`src/rtl/id_ex_if.sv`:
```
// Handshake and decoded-bundle signals between fetch, the ID/EX register and execute.
interface id_ex_if #(
  parameter int REG_WIDTH     = 64,
  parameter int ALU_CTRL_BITS = 5,
  parameter int PC_WIDTH      = 64
);
  logic                     in_valid;
  logic                     in_ready;
  logic [31:0]              in_inst;
  logic [PC_WIDTH-1:0]      in_pc;
  logic                     flush;
  logic                     out_valid;
  logic                     out_ready;
  logic [ALU_CTRL_BITS-1:0] out_alu_ctrl;
  logic [REG_WIDTH-1:0]     out_imm;
  logic [4:0]               out_rs1_idx;
  logic [4:0]               out_rs2_idx;
  logic [4:0]               out_rd_idx;
  logic                     out_reg_write;
  logic                     out_op1_pc;
  logic                     out_is_jal;
  logic                     out_illegal;
  logic [PC_WIDTH-1:0]      out_pc;

  // Decode/register side.
  modport slave (
    input  in_valid, in_inst, in_pc, flush, out_ready,
    output in_ready, out_valid, out_alu_ctrl, out_imm, out_rs1_idx, out_rs2_idx,
           out_rd_idx, out_reg_write, out_op1_pc, out_is_jal, out_illegal, out_pc
  );

  // Fetch/execute side.
  modport master (
    output in_valid, in_inst, in_pc, flush, out_ready,
    input  in_ready, out_valid, out_alu_ctrl, out_imm, out_rs1_idx, out_rs2_idx,
           out_rd_idx, out_reg_write, out_op1_pc, out_is_jal, out_illegal, out_pc
  );
endinterface

```
`src/rtl/id_ex_decode.sv`:
```
// RV64 decode (OP, OP-IMM, LUI, JAL) feeding a single-entry valid/ready ID/EX register.
module id_ex_decode #(
  parameter int REG_WIDTH     = 64,
  parameter int ALU_CTRL_BITS = 5,
  parameter int PC_WIDTH      = 64
) (
  input  logic   clk,
  input  logic   rst,
  id_ex_if.slave bus
);

  localparam logic [6:0] OPC_OP     = 7'b0110011;
  localparam logic [6:0] OPC_OP_IMM = 7'b0010011;
  localparam logic [6:0] OPC_LUI    = 7'b0110111;
  localparam logic [6:0] OPC_JAL    = 7'b1101111;

  logic [31:0]              inst;
  logic [6:0]               opcode;
  logic [2:0]               funct3;
  logic [6:0]               funct7;
  logic [ALU_CTRL_BITS-1:0] d_alu;
  logic [REG_WIDTH-1:0]     d_imm;
  logic [4:0]               d_rs1;
  logic [4:0]               d_rs2;
  logic [4:0]               d_rd;
  logic                     d_legal;
  logic                     d_jal;
  logic                     d_reg_write;
  logic                     capture;

  assign inst   = bus.in_inst;
  assign opcode = inst[6:0];
  assign funct3 = inst[14:12];
  assign funct7 = inst[31:25];

  // Ready whenever the slot is empty or is being consumed this cycle; flush does not gate it.
  assign bus.in_ready = !bus.out_valid || bus.out_ready;
  assign capture      = bus.in_valid && bus.in_ready;

  // Combinational decode of the incoming word; illegal encodings collapse to a neutral bundle.
  always_comb begin
    d_alu   = '0;
    d_imm   = '0;
    d_rs1   = inst[19:15];
    d_rs2   = '0;
    d_rd    = inst[11:7];
    d_legal = 1'b1;
    d_jal   = 1'b0;
    unique case (opcode)
      OPC_OP: begin
        d_rs2 = inst[24:20];
        case (funct3)
          3'b000: if (funct7 == 7'b0000000) d_alu = 5'b00000;
                  else if (funct7 == 7'b0100000) d_alu = 5'b00001;
                  else d_legal = 1'b0;
          3'b001: if (funct7 == 7'b0000000) d_alu = 5'b00101; else d_legal = 1'b0;
          3'b010: if (funct7 == 7'b0000000) d_alu = 5'b01000; else d_legal = 1'b0;
          3'b011: if (funct7 == 7'b0000000) d_alu = 5'b01001; else d_legal = 1'b0;
          3'b100: if (funct7 == 7'b0000000) d_alu = 5'b00010; else d_legal = 1'b0;
          3'b101: if (funct7 == 7'b0000000) d_alu = 5'b00110;
                  else if (funct7 == 7'b0100000) d_alu = 5'b00111;
                  else d_legal = 1'b0;
          3'b110: if (funct7 == 7'b0000000) d_alu = 5'b00011; else d_legal = 1'b0;
          default: if (funct7 == 7'b0000000) d_alu = 5'b00100; else d_legal = 1'b0;
        endcase
      end
      OPC_OP_IMM: begin
        d_imm = {{(REG_WIDTH-12){inst[31]}}, inst[31:20]};
        case (funct3)
          3'b000: d_alu = 5'b10000;
          3'b010: d_alu = 5'b10111;
          3'b011: d_alu = 5'b11000;
          3'b100: d_alu = 5'b10001;
          3'b110: d_alu = 5'b10010;
          3'b111: d_alu = 5'b10011;
          3'b001: begin
            d_imm = {{(REG_WIDTH-6){1'b0}}, inst[25:20]};
            if (inst[31:26] == 6'b000000) d_alu = 5'b10100; else d_legal = 1'b0;
          end
          default: begin
            d_imm = {{(REG_WIDTH-6){1'b0}}, inst[25:20]};
            if (inst[31:26] == 6'b000000) d_alu = 5'b10101;
            else if (inst[31:26] == 6'b010000) d_alu = 5'b10110;
            else d_legal = 1'b0;
          end
        endcase
      end
      OPC_LUI: begin
        d_alu = 5'b11111;
        d_rs1 = '0;
        d_imm = {{(REG_WIDTH-32){inst[31]}}, inst[31:12], 12'b0};
      end
      OPC_JAL: begin
        d_alu = 5'b11110;
        d_rs1 = '0;
        d_jal = 1'b1;
        d_imm = {{(REG_WIDTH-21){inst[31]}}, inst[31], inst[19:12], inst[20], inst[30:21], 1'b0};
      end
      default: d_legal = 1'b0;
    endcase
    if (!d_legal) begin
      d_alu = '0;
      d_imm = '0;
    end
  end

  assign d_reg_write = d_legal && (d_rd != 5'd0);

  // ID/EX register: flush beats capture, capture beats drain, otherwise hold.
  always_ff @(posedge clk or posedge rst) begin
    if (rst) begin
      bus.out_valid     <= 1'b0;
      bus.out_alu_ctrl  <= '0;
      bus.out_imm       <= '0;
      bus.out_rs1_idx   <= '0;
      bus.out_rs2_idx   <= '0;
      bus.out_rd_idx    <= '0;
      bus.out_reg_write <= 1'b0;
      bus.out_op1_pc    <= 1'b0;
      bus.out_is_jal    <= 1'b0;
      bus.out_illegal   <= 1'b0;
      bus.out_pc        <= '0;
    end else if (bus.flush) begin
      bus.out_valid <= 1'b0;
    end else if (capture) begin
      bus.out_valid     <= 1'b1;
      bus.out_alu_ctrl  <= d_alu;
      bus.out_imm       <= d_imm;
      bus.out_rs1_idx   <= d_rs1;
      bus.out_rs2_idx   <= d_rs2;
      bus.out_rd_idx    <= d_rd;
      bus.out_reg_write <= d_reg_write;
      bus.out_op1_pc    <= d_jal;
      bus.out_is_jal    <= d_jal;
      bus.out_illegal   <= !d_legal;
      bus.out_pc        <= bus.in_pc;
    end else if (bus.out_ready) begin
      bus.out_valid <= 1'b0;
    end
  end

endmodule

```
`src/flat_wrapper.sv`:
```
// flat-port wrapper written by rule: the top's interface ports become plain ports
module id_ex_decode_flat 
#(
  parameter int REG_WIDTH     = 64,
  parameter int ALU_CTRL_BITS = 5,
  parameter int PC_WIDTH      = 64
)
  (clk, rst, bus_in_valid, bus_in_inst, bus_in_pc, bus_flush, bus_out_ready, bus_in_ready, bus_out_valid, bus_out_alu_ctrl, bus_out_imm, bus_out_rs1_idx, bus_out_rs2_idx, bus_out_rd_idx, bus_out_reg_write, bus_out_op1_pc, bus_out_is_jal, bus_out_illegal, bus_out_pc);
  id_ex_if #(.REG_WIDTH(REG_WIDTH), .ALU_CTRL_BITS(ALU_CTRL_BITS), .PC_WIDTH(PC_WIDTH)) bus_i ();
  input  logic clk;
  input  logic rst;
  input wire logic [$bits(bus_i.in_valid)-1:0] bus_in_valid;
  input wire logic [$bits(bus_i.in_inst)-1:0] bus_in_inst;
  input wire logic [$bits(bus_i.in_pc)-1:0] bus_in_pc;
  input wire logic [$bits(bus_i.flush)-1:0] bus_flush;
  input wire logic [$bits(bus_i.out_ready)-1:0] bus_out_ready;
  output wire logic [$bits(bus_i.in_ready)-1:0] bus_in_ready;
  output wire logic [$bits(bus_i.out_valid)-1:0] bus_out_valid;
  output wire logic [$bits(bus_i.out_alu_ctrl)-1:0] bus_out_alu_ctrl;
  output wire logic [$bits(bus_i.out_imm)-1:0] bus_out_imm;
  output wire logic [$bits(bus_i.out_rs1_idx)-1:0] bus_out_rs1_idx;
  output wire logic [$bits(bus_i.out_rs2_idx)-1:0] bus_out_rs2_idx;
  output wire logic [$bits(bus_i.out_rd_idx)-1:0] bus_out_rd_idx;
  output wire logic [$bits(bus_i.out_reg_write)-1:0] bus_out_reg_write;
  output wire logic [$bits(bus_i.out_op1_pc)-1:0] bus_out_op1_pc;
  output wire logic [$bits(bus_i.out_is_jal)-1:0] bus_out_is_jal;
  output wire logic [$bits(bus_i.out_illegal)-1:0] bus_out_illegal;
  output wire logic [$bits(bus_i.out_pc)-1:0] bus_out_pc;
  assign bus_i.in_valid = bus_in_valid;
  assign bus_i.in_inst = bus_in_inst;
  assign bus_i.in_pc = bus_in_pc;
  assign bus_i.flush = bus_flush;
  assign bus_i.out_ready = bus_out_ready;
  assign bus_in_ready = bus_i.in_ready;
  assign bus_out_valid = bus_i.out_valid;
  assign bus_out_alu_ctrl = bus_i.out_alu_ctrl;
  assign bus_out_imm = bus_i.out_imm;
  assign bus_out_rs1_idx = bus_i.out_rs1_idx;
  assign bus_out_rs2_idx = bus_i.out_rs2_idx;
  assign bus_out_rd_idx = bus_i.out_rd_idx;
  assign bus_out_reg_write = bus_i.out_reg_write;
  assign bus_out_op1_pc = bus_i.out_op1_pc;
  assign bus_out_is_jal = bus_i.out_is_jal;
  assign bus_out_illegal = bus_i.out_illegal;
  assign bus_out_pc = bus_i.out_pc;
  id_ex_decode #(.REG_WIDTH(REG_WIDTH), .ALU_CTRL_BITS(ALU_CTRL_BITS), .PC_WIDTH(PC_WIDTH)) u_core (.clk(clk), .rst(rst), .bus(bus_i));
endmodule
```
`config.mk`:
```
export PLATFORM = sky130hd
export DESIGN_NAME = id_ex_decode_flat
export DESIGN_NICKNAME = d
export VERILOG_FILES = /design/src/rtl/id_ex_if.sv /design/src/rtl/id_ex_decode.sv /design/src/flat_wrapper.sv
export SDC_FILE = /design/constraint.sdc
export NUM_CORES = 1
export LEC_CHECK = 0
export ABC_AREA = 1
export CAP_MARGIN = 5
export CORE_ASPECT_RATIO = 1.2
export CORE_MARGIN = 4
export CORE_UTILIZATION = 30
export DETAILED_ROUTE_END_ITERATION = 16
export DONT_BUFFER_PORTS = 1
export PLACE_DENSITY = 0.42
export SLEW_MARGIN = 20
export SYNTH_ARGS = -nofsm -noshare
export SYNTH_HDL_FRONTEND = slang
export SYNTH_SLANG_ARGS = --single-unit
```
`constraint.sdc`:
```
create_clock -name clk -period 10.7 [get_ports clk]
set_input_delay 2.14 -clock clk [delete_from_list [all_inputs] [get_ports clk]]
set_output_delay 2.14 -clock clk [all_outputs]
set_load 0.01 [all_outputs]
```
==> impl_metrics.ini <==
[global_route]
grt_max_degree = 92
antenna_found_initial = 0
grt_first_pass_wirelength_um = 23400
grt-ovfl-total = 0
grt_pass1_vias = 4173
track_usage_pct = 14.5

[timing]
fmax_ghz = 0.219
slew_violations = 0
hold_violations = 0
maxSlewHeadroom_pct = 35.5
setup_tns_ps = 0
period_needed_ps = 4570
worst_pin_slew_ps = 968
setup_violations = 0
skew_ps = 7.91
rsz0062_at_grt = no
period_share_pct = 42.7

[setup_path]
cp-end-kind = output port
arrival_ps = 2430
cpLargestDelayFamily = simple AND/OR/NAND/NOR gates
cp.required_ps = 8560
r2r_cells = 7
crit_fanout = 2
worst_r2r_endpoint = u_core.bus.out_rs2_idx[3]$_DFFE_PP0P_
slowest_delay_ps = 160
r2r_setup_slack_ps = 8300
cp.buffers_inverters = 1
start_kind = input port
startpoint = bus_out_ready
crit_type = input port to output port
crit_cells = 2
path_cells = nor2_1, inv_1
reg2reg_from = u_core.bus.out_valid$_DFFE_PP0P_
cp_slowest_cell = nor2_1

[synth]
ys_types = 27
yosysWarnings = 0
synth_ff_type = dfrtp_1
ys_ff_latch = 120
avgSynthCellArea_um2 = 8.14
synth_async_sr_flop_share_pct = 100
synth_enable_flop_cells = 0
yosys.cell_count.top_type = nand2_1
synth_area_mm2 = 0.00547
ys_seq_area_share_pct = 54.9
synth.area.top_cells = dfrtp_1, nand2_1, buf_4
synth_top_area_share_pct = 54.9
syn-instance-count = 671
synth_top_area_cell = dfrtp_1
syn_nets = 772
synth_common_cells = nand2_1, dfrtp_1, buf_4, inv_1, nand3_1

[placement]
dp_hpwl_um = 10700
place.gp.congestion = 0.864
numPortBuffers = 0

[layout]
regArea_mm2 = 0.00301
antenna_cells = 0
nNetsFinal = 733
multiInputGateArea_mm2 = 0.00195
syn2layout_area_growth_pct = 9.55
fillerInstances = 1872
drive_above_1_share_pct = 10.1

[min_path]
worstHoldPathCells = 2
hold_start = u_core.bus.out_pc[9]$_DFFE_PP0P_
hold_class = flop to flop
holdPathEnd = u_core.bus.out_pc[9]$_DFFE_PP0P_

[power]
total_power_w = 0.00121
pwr_density_cell_mw_per_mm2 = 201
leakage_nw = 3.21
ir_drop_v = 0.0000887

[clock_network]
cts-root-buf = clkbuf_16
clkTransAtPathRegs_ps = 60
cts_sinks = 120
clkLatencyLatePin_ps = 410
cts_buffers = 17
cts_hold_buf = 0
h-tree-depth = 4
cts_tree = built
cts.path.max_buffers = 2
post-cts-setup-buffers = 0
cts_resized = 0

[floorplan]
die_y_um = 156
die_width_um = 131
coreArea_mm2 = 0.0177
dieArea_mm2 = 0.0204
rows = 53
initial_core_util_pct = 30.9
top_level_ports = 255

[detailed_routing]
first_pass_iters = 5
wl_um = 15000
detail_route.wl_per_cell_um = 17.4
drc = 0
via_per_inst = 4.72
ant_nets = 0
vias = 4086
drt_iter0_markers = 182

[run_status]
outcome = completed

[run]
cap_violations = 0
area by class of cell:
| cell class | instances | share of cell area [%] |
|---|---|---|
| clock inverters | 13 | 2.42 |
| repair buffers | 3 | 0.376 |
| flip-flops and latches | 120 | 50.2 |
| clock buffers | 19 | 7.57 |
| multi-input cells | 455 | 32.5 |
| inverters | 35 | 2.28 |
| well taps | 220 | 4.60 |
placed cells by master, fill, tap and decap left out:
cell type    n
o21ai_0     22
buf_4        3
clkinv_1     1
a22o_1       5
inv_4        2
nand4_1      2
nor3_1       3
clkinv_2     3
inv_1       26
nand3_4      1
dfrtp_4      1
clkinv_4     6
clkbuf_16   17
inv_2        6
o21ai_1      2
clkbuf_8     2
nor2_4       1
nand2_1    338
a21oi_1     14
nor2_1      20
nand2_2      3
nor3_2       2
nor3_4       2
nor2_2       3
dfrtp_1    119
nand2_4      2
nand3_1     28
bufinv_16    2
o21ai_2      7
inv_6        2
report_power, final:
group	switching, W	internal [W]	leakage [nW]	total [W]
clock network	0.000215	0.000357	0.298	0.000573
logic	0.0000538	0.0000234	1.36	0.0000772
registers	0.0000583	0.000498	1.55	0.000557
total	0.000327	0.000879	3.21	0.00121
sequential cells by signal (all words and copies together) (netlist names):
name and cells:
u_core.bus.out_rs2_idx 5, u_core.bus.out_alu_ctrl 5, u_core.bus.out_rd_idx 5, u_core.bus.out_illegal 1, u_core.bus.out_pc 64, u_core.bus.out_imm 32
u_core.bus.out_reg_write 1, u_core.bus.out_valid 1, u_core.bus.out_op1_pc 1, u_core.bus.out_rs1_idx 5
worst max path at each step:
stage                                                  end  slack [ps]
floorplan           u_core.bus.out_alu_ctrl[0]$_DFFE_PP0P_        5370
global placement                              bus_in_ready        6150
detailed placement                            bus_in_ready        6130
CTS                                           bus_in_ready        6130
global route                                  bus_in_ready        6100
finish                                        bus_in_ready        6130
through the flow:
step | hold WS [ps] | area, um^2 | util [%] | std cells | setup WS, ps
2_1_floorplan | 509 | 5470 | - | 671 | 5370
3_3_place_gp | 531 | 5390 | 30.4 | 833 | 6150
3_5_place_dp | 530 | 5390 | 30.4 | 833 | 6130
4_1_cts | 545 | 5990 | 33.8 | 865 | 6130
5_1_grt | 564 | 5990 | 33.8 | 865 | 6100
6_report | 542 | 5990 | 33.8 | 865 | 6130
kinds of logic after synthesis:
| logic type | synth area share, % |
|---|---|
| simple gates | 30.2 |
| flops | 54.9 |
| buf+inv | 9.50 |
| compound gates | 5.40 |
layer usage:
layer  GRT usage, %  vias to the layer above  share of wire (%)
li1               -                     1963                  -
met1           16.8                     1910                 39
met2           24.0                      188                 49
met3           5.81                       25                9.0
met4           6.55                        0                2.5
met5              0                        -                  0
Power figures use the tool's default switching activity.
